**src/rtl/amns_mm_pkg.sv**
```systemverilog
// Shared types, defaults and width helpers for the AMNS multiplier scheduler.
package amns_mm_pkg;

    typedef enum logic [1:0] {
        IDLE,
        LOAD,
        WAIT_MEM,
        RUN
    } sched_state_t;

    localparam int DEF_N            = 5;
    localparam int DEF_S            = 4;
    localparam int DEF_MEM_LAT      = 1;
    localparam int DEF_TAG_WIDTH    = 4;
    localparam int DEF_MAX_INFLIGHT = 2;

    // Each line of the FIOS array needs 4N+2 cycles before the next line can start.
    function automatic int line_spacing(input int n);
        return 4 * n + 2;
    endfunction

    // Bits needed to hold values 0..max_val, never less than one bit.
    function automatic int cnt_w(input int max_val);
        return (max_val < 2) ? 1 : $clog2(max_val + 1);
    endfunction

endpackage

```
**src/rtl/tag_fifo.sv**
```systemverilog
// Synchronous tag FIFO holding the tags of accepted, not yet answered operations.
module tag_fifo #(
    parameter int WIDTH = 4,
    parameter int DEPTH = 2
) (
    input  logic                       i_clk,
    input  logic                       i_rst_n,
    input  logic                       i_push,
    input  logic                       i_pop,
    input  logic [WIDTH-1:0]           i_data,
    output logic [WIDTH-1:0]           o_data,
    output logic                       o_full,
    output logic                       o_empty,
    output logic [$clog2(DEPTH+1)-1:0] o_count
);

    localparam int PW = (DEPTH > 1) ? $clog2(DEPTH) : 1;
    localparam int CW = $clog2(DEPTH + 1);

    logic [WIDTH-1:0] r_mem [DEPTH];
    logic [PW-1:0]    r_wr;
    logic [PW-1:0]    r_rd;
    logic [CW-1:0]    r_count;
    logic             w_push;
    logic             w_pop;

    function automatic logic [PW-1:0] ptr_inc(input logic [PW-1:0] p);
        return (p == PW'(DEPTH - 1)) ? '0 : p + 1'b1;
    endfunction

    assign w_push  = i_push && (r_count != CW'(DEPTH));
    assign w_pop   = i_pop && (r_count != '0);
    assign o_data  = r_mem[r_rd];
    assign o_full  = (r_count == CW'(DEPTH));
    assign o_empty = (r_count == '0);
    assign o_count = r_count;

    always_ff @(posedge i_clk or negedge i_rst_n) begin
        if (!i_rst_n) begin
            r_wr    <= '0;
            r_rd    <= '0;
            r_count <= '0;
        end else begin
            if (w_push) r_wr <= ptr_inc(r_wr);
            if (w_pop)  r_rd <= ptr_inc(r_rd);
            if (w_push && !w_pop)      r_count <= r_count + 1'b1;
            else if (w_pop && !w_push) r_count <= r_count - 1'b1;
        end
    end

    // Tag storage is plain data; pointers alone define validity.
    always_ff @(posedge i_clk) begin
        if (w_push) r_mem[r_wr] <= i_data;
    end

endmodule

```
**src/rtl/amns_mm_sched.sv**
```systemverilog
// Scheduler for the AMNS FIOS multiplier array: streams operands, staggers line
// starts and returns completion tags in issue order.
module amns_mm_sched
    import amns_mm_pkg::*;
#(
    parameter int N            = DEF_N,
    parameter int S            = DEF_S,
    parameter int LINE_SPACING = line_spacing(DEF_N),
    parameter int MEM_LAT      = DEF_MEM_LAT,
    parameter int TAG_WIDTH    = DEF_TAG_WIDTH,
    parameter int MAX_INFLIGHT = DEF_MAX_INFLIGHT
) (
    input  logic                    clock_i,
    input  logic                    reset_i,
    input  logic                    req_valid_i,
    output logic                    req_ready_o,
    input  logic [TAG_WIDTH-1:0]    req_tag_i,
    input  logic [cnt_w(S)-1:0]     req_lines_i,
    output logic                    mem_rd_en_o,
    output logic [cnt_w(N-1)-1:0]   mem_addr_o,
    output logic [S-1:0]            line_start_o,
    input  logic                    array_done_i,
    output logic                    rsp_valid_o,
    input  logic                    rsp_ready_i,
    output logic [TAG_WIDTH-1:0]    rsp_tag_o,
    output logic                    busy_o,
    output logic                    err_o
);

    localparam int AW  = cnt_w(N - 1);
    localparam int LW  = cnt_w(S);
    localparam int SPW = cnt_w(LINE_SPACING);
    localparam int MLW = cnt_w(MEM_LAT);
    localparam int PW  = cnt_w(MAX_INFLIGHT);

    sched_state_t     r_state;
    sched_state_t     w_state_nxt;
    logic             r_live;
    logic [AW-1:0]    r_addr;
    logic [MLW-1:0]   r_wait;
    logic [SPW-1:0]   r_spc;
    logic [LW-1:0]    r_line;
    logic [LW-1:0]    r_lines;
    logic [PW-1:0]    r_pend;
    logic             r_err;

    logic             w_req_hs;
    logic             w_lines_bad;
    logic [LW-1:0]    w_lines_eff;
    logic             w_last_pulse;
    logic             w_rsp_valid;
    logic             w_pop;
    logic             w_done_bad;
    logic             w_done_ok;
    logic             w_fifo_full;
    logic             w_fifo_empty;
    logic [PW-1:0]    w_fifo_count;
    logic [TAG_WIDTH-1:0] w_head;

    // Out-of-range line counts fall back to the full array width.
    assign w_lines_bad  = (req_lines_i == '0) || (req_lines_i > LW'(S));
    assign w_lines_eff  = w_lines_bad ? LW'(S) : req_lines_i;
    assign req_ready_o  = (r_state == IDLE) && r_live && !w_fifo_full;
    assign w_req_hs     = req_valid_i && req_ready_o;
    assign w_last_pulse = (r_spc == '0) && (r_line == r_lines - LW'(1));

    assign w_rsp_valid  = (r_pend != '0);
    assign w_pop        = w_rsp_valid && rsp_ready_i;
    assign w_done_bad   = array_done_i && (r_pend == w_fifo_count);
    assign w_done_ok    = array_done_i && !w_done_bad;

    assign rsp_valid_o  = w_rsp_valid;
    assign rsp_tag_o    = w_rsp_valid ? w_head : '0;
    assign busy_o       = (r_state != IDLE) || !w_fifo_empty;
    assign err_o        = r_err;

    tag_fifo #(
        .WIDTH (TAG_WIDTH),
        .DEPTH (MAX_INFLIGHT)
    ) u_tag_fifo (
        .i_clk   (clock_i),
        .i_rst_n (reset_i),
        .i_push  (w_req_hs),
        .i_pop   (w_pop),
        .i_data  (req_tag_i),
        .o_data  (w_head),
        .o_full  (w_fifo_full),
        .o_empty (w_fifo_empty),
        .o_count (w_fifo_count)
    );

    always_ff @(posedge clock_i or negedge reset_i) begin
        if (!reset_i) begin
            r_state <= IDLE;
            r_live  <= 1'b0;
            r_addr  <= '0;
            r_wait  <= '0;
            r_spc   <= '0;
            r_line  <= '0;
            r_lines <= '0;
            r_pend  <= '0;
            r_err   <= 1'b0;
        end else begin
            r_state <= w_state_nxt;
            r_live  <= 1'b1;

            if (w_req_hs) begin
                r_lines <= w_lines_eff;
                r_addr  <= '0;
            end else if (r_state == LOAD) begin
                r_addr  <= r_addr + 1'b1;
            end

            if (r_state == WAIT_MEM) r_wait <= r_wait + 1'b1;
            else                     r_wait <= '0;

            // Spacing counter reloads on every pulse and idles at zero outside RUN.
            if (r_state == RUN) begin
                if (r_spc == '0) begin
                    r_line <= r_line + 1'b1;
                    r_spc  <= SPW'(LINE_SPACING - 1);
                end else begin
                    r_spc  <= r_spc - 1'b1;
                end
            end else begin
                r_line <= '0;
                r_spc  <= '0;
            end

            if (w_done_ok && !w_pop)      r_pend <= r_pend + 1'b1;
            else if (w_pop && !w_done_ok) r_pend <= r_pend - 1'b1;

            if ((w_req_hs && w_lines_bad) || w_done_bad) r_err <= 1'b1;
        end
    end

    always_comb begin
        w_state_nxt  = r_state;
        mem_rd_en_o  = 1'b0;
        mem_addr_o   = '0;
        line_start_o = '0;
        unique case (r_state)
            IDLE: begin
                if (w_req_hs) w_state_nxt = LOAD;
            end
            LOAD: begin
                mem_rd_en_o = 1'b1;
                mem_addr_o  = r_addr;
                if (r_addr == AW'(N - 1)) w_state_nxt = (MEM_LAT > 1) ? WAIT_MEM : RUN;
            end
            WAIT_MEM: begin
                if (r_wait == MLW'(MEM_LAT - 2)) w_state_nxt = RUN;
            end
            RUN: begin
                if (r_spc == '0) line_start_o = S'(1) << r_line;
                if (w_last_pulse) w_state_nxt = IDLE;
            end
            default: w_state_nxt = IDLE;
        endcase
    end

endmodule

```
**config.mk**
```make
export PLATFORM = sky130hd
export DESIGN_NAME = amns_mm_sched
export DESIGN_NICKNAME = d
export VERILOG_FILES = /design/src/rtl/amns_mm_pkg.sv /design/src/rtl/tag_fifo.sv /design/src/rtl/amns_mm_sched.sv
export SDC_FILE = /design/constraint.sdc
export NUM_CORES = 1
export LEC_CHECK = 0
export CAP_MARGIN = 20
export CELL_PAD_IN_SITES_DETAIL_PLACEMENT = 0
export CELL_PAD_IN_SITES_GLOBAL_PLACEMENT = 1
export CORE_ASPECT_RATIO = 0.75
export CORE_MARGIN = 1.5
export CORE_UTILIZATION = 45
export CTS_CLUSTER_DIAMETER = 60
export DETAILED_ROUTE_END_ITERATION = 16
export PLACE_DENSITY = 0.92
export SETUP_SLACK_MARGIN = 0.05
export SKIP_CTS_REPAIR_TIMING = 1
export SYNTH_ARGS = -nofsm -noshare
export SYNTH_HDL_FRONTEND = slang
export SYNTH_SLANG_ARGS = --single-unit
export TNS_END_PERCENT = 30
```
**constraint.sdc**
```tcl
create_clock -name clock_i -period 5.5 [get_ports clock_i]
set_input_delay 1.1 -clock clock_i [delete_from_list [all_inputs] [get_ports clock_i]]
set_output_delay 1.1 -clock clock_i [all_outputs]
set_load 0.1 [all_outputs]
```
==> results_dict.tcl, run 1 <==
set metrics [dict create \
    synth_ff_type "dfrtp_1" \
    die_h_um 57.3 \
    slew_headroom_pct 34.4 \
    track_usage_pct 16.3 \
    synth.cell_area_um2 1770 \
    grt_antenna_before_repair 0 \
    synth_cells 154 \
    grt_overflow 0 \
    dpl.cell_count 231 \
    fin_setup_tns_ns 0 \
    async_flop_share_pct 75.8 \
    port_buffers 27 \
    syn_nets 183 \
    power.density_nw_per_um2 278 \
    cts_buffer_depth 2 \
    grt_pass1_vias 1170 \
    cts_tree "yes" \
    hold_path.class "flop to flop" \
    cellLeakagePower_nw 0.982 \
    crit_path_max_fanout 9 \
    hold_depth 1 \
    status "finished, final reports clean" \
    synth_edf_count 8 \
    fmax_mhz 247 \
    fin_crit_ns 4.06 \
    postRouteAntennaNets 0 \
    synth_top_area_share_pct 35.3 \
    cts_root_buf "clkbuf_8" \
    fin_nets 216 \
    worstSetupEndpointType "output port" \
    fin_cells 239 \
    cts_buffers 5 \
    synth-seq-cells 33 \
    dp_hpwl_mm 2.30 \
    viasPerCell 4.74 \
    crit_arrival_ns 2.96 \
    grt_first_pass_wirelength_mm 5.14 \
    ir_worst_vdd_uv 219 \
    io_pins 28 \
    grt_max_degree 26 \
    initial_core_util_pct 47.8 \
    synth.distinct_cells 32 \
    drtIter0Drc 55 \
    grt_setup_unrepaired "no" \
    min_to "r_wait$_DFF_PN0_" \
    worstSkewPairLatency_ns 0.28 \
    yosysTopAreaCell "dfrtp_1" \
    regToRegStartpoint "r_spc[0]$_DFF_PN0_" \
    cts_max_level 2 \
    post-route-util_pct 59.4 \
    hold_viol_final 0 \
    avgSynthCellArea_um2 11.5 \
    rows 19 \
    r2r_slack_ns 3.25 \
    total_power_mw 0.613 \
    diodes 0 \
    ys_warn_count 0 \
    cts.sinks 33 \
    min-delay-start "r_wait$_DFF_PN0_" \
    drc 0 \
    criticalPathCategory "flop to output port" \
    drt-wirelength-per-cell_um 12.7 \
    vias 1133 \
    required_ns 4.40 \
    drv_cap 0 \
    routed_wl_mm 3.05 \
    synthToLayoutAreaGrowth_pct 24.3 \
    gp_congestion 0.755 \
    min_period_over_period_pct 73.7 \
    skew_ns 0.00624 \
    seq_area_frac_synth_pct 48.9 \
    worst_slew_pin_slew_ns 0.982 \
    die_w_um 75.5 \
    clk_pin_slew_ns 0.06 \
    finalMaxSlewViolations 0 \
    core_um2 3710 \
    setup_viol 0 \
    firstDrtPassIters 4 \
    die_area_um2 4330 \
    ys_top_cells_by_area "dfrtp_1 (35%), edfxtp_1 (14%), ha_1 (12%), xnor2_1 (4.4%), xor2_1 (4.0%)" \
    reg2reg_depth 6 \
    drive_gt1_share_pct 8.02 \
    reg2reg_to "r_state[1]$_DFFE_PN0P_" \
    start_kind "flop" \
]
[metal layers]
| metal | global-route usage (%) | vias up | routed length [um] | share of wire [%] |
|---|---|---|---|---|
| li1 | - | 571 | - | - |
| met1 | 20.6 | 532 | 1400 | 46 |
| met2 | 25.1 | 26 | 1460 | 48 |
| met3 | 7.77 | 4 | 166 | 5.4 |
| met4 | 4.85 | 0 | 19 | 0.62 |
| met5 | 0 | - | 0 | 0 |
[cell usage in the layout (no fill, tap or decap), drive strengths merged, types with 2 or more instances in the layout]
cell type	count
nor2	15
dfrtp	25
nand4	2
a21boi	4
mux2i	6
inv	15
edfxtp	8
nand2	9
o21ai	4
and2	9
o21a	2
nand3b	3
clkbuf	6
clkdlybuf4s50	27
and3	3
a31oi	2
or2	2
ha	17
xor2	8
xnor2	9
[synth_stat cells (2+ instances only)]
cell and number:
a21boi_0 4, a31oi_1 2, and2_1 9, and3_2 2, dfrtp_1 25, edfxtp_1 8
ha_1 17, inv_1 14, mux2i_1 6, nand2_1 9, nand3b_1 3, nor2_1 15
o21a_1 2, o21ai_0 4, or2_2 2, xnor2_1 9, xor2_1 8
[state kept, by name, summed over array words and instances (netlist names), 2 cells and up]
register / flops
r_lines: 3
r_pend: 2
r_state: 2
r_line: 3
u_tag_fifo.o_count: 2
u_tag_fifo.r_mem: 8
r_spc: 5
r_addr: 3
[power by group]
part / switching (mW) / internal [mW] / leakage (nW)
sequential: 0.0119 / 0.260 / 0.368
combinational: 0.124 / 0.0523 / 0.576
clock: 0.0799 / 0.0851 / 0.0387
total: 0.215 / 0.398 / 0.982
[per-stage QoR]
step                hold slack [ns]  worst slack (ns)  area, um^2
floorplan                     0.415              2.14        1770
global placement              0.428              1.82        2100
detailed placement            0.437              1.74        2100
CTS                           0.445              1.43        2170
global route                  0.470              1.25        2200
finish                        0.440              1.44        2200
[cells by family (layout without fill, tap and decap cells)]
logic type	Yosys count	count (layout)	synth area share (%)
multiplexers	7	7	4.24
buffers and inverters	17	50	3.67
AND/OR/NAND/NOR	47	47	14.8
AO/OA/AOI/OAI	14	14	6.50
other	1	1	0.212
flip-flops	33	33	48.9
adder cells (fa/ha/maj)	17	17	12.0
XOR/XNOR	18	18	9.68
[worst max-delay path: stages (launching register included)]
cell	delay, ns
dfrtp_1	0.37
inv_1	0.08
ha_1	0.22
nor4b_4	0.48
and3_2	0.27
and2_1	0.13
clkdlybuf4s50_1	1.13
[worst max path at each step]
| stage | from | end | slack [ns] |
|---|---|---|---|
| 2_1_floorplan | r_state[1]$_DFFE_PN0P_ | mem_addr_o[0] | 2.14 |
| 3_3_place_gp | r_spc[0]$_DFF_PN0_ | line_start_o[0] | 1.82 |
| 3_5_place_dp | r_spc[0]$_DFF_PN0_ | line_start_o[2] | 1.74 |
| 4_1_cts | r_spc[0]$_DFF_PN0_ | line_start_o[2] | 1.43 |
| 5_1_grt | r_spc[0]$_DFF_PN0_ | line_start_o[0] | 1.25 |
| 6_report | r_spc[0]$_DFF_PN0_ | line_start_o[2] | 1.44 |
[final cells by class]
class	count	area, um^2
clock inverters	1	3.75
fillers	301	1510
flip-flops and latches	33	866
well taps	52	65.1
clock buffers	6	72.6
inverters	15	56.3
multi-input cells	104	841
repair buffers	28	298
Power figures use the tool's default switching activity.
==> inputs of run 2 (changes only) <==
--- a/config.mk
+++ b/config.mk
@@ -10,10 +10,10 @@
 export CELL_PAD_IN_SITES_GLOBAL_PLACEMENT = 1
 export CORE_ASPECT_RATIO = 0.75
 export CORE_MARGIN = 1.5
-export CORE_UTILIZATION = 45
+export CORE_UTILIZATION = 42
 export CTS_CLUSTER_DIAMETER = 60
 export DETAILED_ROUTE_END_ITERATION = 16
-export PLACE_DENSITY = 0.92
+export PLACE_DENSITY = 0.88
 export SETUP_SLACK_MARGIN = 0.05
 export SKIP_CTS_REPAIR_TIMING = 1
 export SYNTH_ARGS = -nofsm -noshare
==> constraint.sdc (replaced) <==
create_clock -name clock_i -period 4.05 [get_ports clock_i]
set_input_delay 0.81 -clock clock_i [delete_from_list [all_inputs] [get_ports clock_i]]
set_output_delay 0.81 -clock clock_i [all_outputs]
set_load 0.1 [all_outputs]
==> run 2 against run 1 <==
Final cell count increased by 1.7%. Non-clock buffer count stayed put. Worst hold slack gained 0.011 ns. Register-to-register slack worse by 1.5 ns. Combinational power up 37%. Core utilization fell by 4.7 points. Largest power group unchanged.
==> results_dict.tcl, run 2 (synthesis gave the netlist of run 1 again) <==
set metrics [dict create \
    status "finished, final reports clean" \
    gp_congestion 0.778 \
    swShare_pct 33.4 \
    setup_viol 0 \
    skew_ns 0.00197 \
    synthToLayoutAreaGrowth_pct 25.2 \
    fmax_mhz 319 \
    crit_arrival_ns 2.32 \
    post-route-util_pct 54.7 \
    viasPerCell 4.67 \
    min_period_over_period_pct 77.3 \
    initial_core_util_pct 43.7 \
    grt_pass1_vias 1195 \
    worstSkewPairLatency_ns 0.28 \
    final_cell_mix "dfrtp_1 (25), clkdlybuf4s50_1 (20), ha_1 (17), nor2_1 (15), inv_1 (14)" \
    core_um2 4050 \
    grt_first_pass_wirelength_mm 5.41 \
    highest_layer "met3" \
    cts_buffers 5 \
    m1WireLength_mm 1.52 \
    cts.sinks 33 \
    finalMaxSlewViolations 0 \
    track_usage_pct 15.9 \
    drc 0 \
    fin_setup_tns_ns 0 \
    die_area_um2 4620 \
    grt_overflow 0 \
    rows 20 \
    grt_max_degree 26 \
    worstSetupEndpointType "output port" \
    postRouteAntennaNets 0 \
    routed_wl_mm 3.30 \
    mostFrequentLayoutCell "dfrtp_1" \
    reg.largest.list "u_tag_fifo.r_mem x8, r_spc x5" \
    largest_reg_flops 8 \
    pwr-share-comb_pct 26.5 \
    cellLeakagePower_nw 1.01 \
    r2r_slack_ns 1.71 \
    required_ns 3.24 \
    wl_met2_mm 1.66 \
    power.density_nw_per_um2 410 \
    dp_hpwl_mm 2.47 \
    drtIter0Drc 33 \
    clk_pin_slew_ns 0.07 \
    grt_antenna_before_repair 0 \
    seq_power_share_pct 40.7 \
    die_w_um 78.0 \
    dr_wl_met3_um 117 \
    diodes 0 \
    cts_tree "yes" \
    p_clk_share_pct 32.8 \
    p_int_mw 0.606 \
    firstDrtPassIters 6 \
    cts_max_level 2 \
    fin_crit_ns 3.13 \
    cts_root_buf "clkbuf_8" \
    grt_setup_unrepaired "no" \
    hold_viol_final 0 \
    slew_headroom_pct 34.2 \
    hold_path.class "flop to flop" \
    cts_buffer_depth 2 \
    fin_nets 216 \
    start_kind "flop" \
    ir_worst_vdd_uv 220 \
    drt-wirelength-per-cell_um 13.6 \
    drive_gt1_share_pct 12.2 \
    die_h_um 59.2 \
    worst_slew_pin_slew_ns 0.985 \
    crit_path_max_fanout 4 \
    largest-register "u_tag_fifo.r_mem" \
    final.fill_count 351 \
    vias 1135 \
    port_buffers 27 \
    drv_cap 0 \
    io_pins 28 \
    hold_slack_ns 0.451 \
    power.net_switching_mw 0.304 \
    criticalPathCategory "flop to output port" \
]
-- run 2: power groups by stage --
| stage | clock (mW) | combinational (mW) | sequential [mW] |
|---|---|---|---|
| floorplan | 0 | 0.176 | 0.374 |
| global placement | 0 | 0.235 | 0.375 |
| detailed placement | 0 | 0.239 | 0.377 |
| CTS | 0.306 | 0.240 | 0.371 |
| global route | 0.320 | 0.254 | 0.372 |
| finish | 0.299 | 0.241 | 0.370 |
-- run 2: final timing paths --
path | startpoint | end | cells after the start
worst max-delay path | r_state[0]$_DFFE_PN0P_ | req_ready_o | 4
worst min-delay path | r_wait$_DFF_PN0_ | r_wait$_DFF_PN0_ | 1
worst max register to register | r_spc[0]$_DFF_PN0_ | r_state[1]$_DFFE_PN0P_ | 6
worst min register to register | r_wait$_DFF_PN0_ | r_wait$_DFF_PN0_ | 1
max in group asynchronous | reset_i | r_spc[1]$_DFF_PN0_ | 2
min in group asynchronous | reset_i | r_spc[4]$_DFF_PN0_ | 1
-- run 2: final cells by class --
class / count / area, um^2 / share of cell area, %
sequential: 33 / 866 / 39.0
clock inverter: 2 / 33.8 / 1.52
multi-input combinational: 104 / 841 / 37.9
timing repair buffer: 28 / 280 / 12.6
tap: 55 / 68.8 / 3.10
inverter: 15 / 56.3 / 2.54
clock buffer: 6 / 72.6 / 3.27
-- run 2: metrics by stage --
stage / setup slack [ns] / instances / cell area [um^2] / power [mW]
after floorplan: 0.978 / 154 / 1770 / 0.550
after global placement: 1.26 / 234 / 2080 / 0.610
after detailed placement: 1.20 / 234 / 2080 / 0.616
after CTS: 0.897 / 242 / 2190 / 0.916
after global routing: 0.808 / 243 / 2220 / 0.946
final: 0.920 / 243 / 2220 / 0.910
-- run 2: metal layers --
metal	global-route usage [%]	up-vias
met5	0	-
met4	4.59	0
met3	5.85	0
met2	28.3	19
met1	18.3	546
li1	-	570
-- run 2: worst max-delay path: stages, from the launching register on --
cell             delay (ns)
dfrtp_1                0.41
inv_1                  0.12
ha_1                   0.22
and3_1                 0.16
clkdlybuf4s50_1        1.13
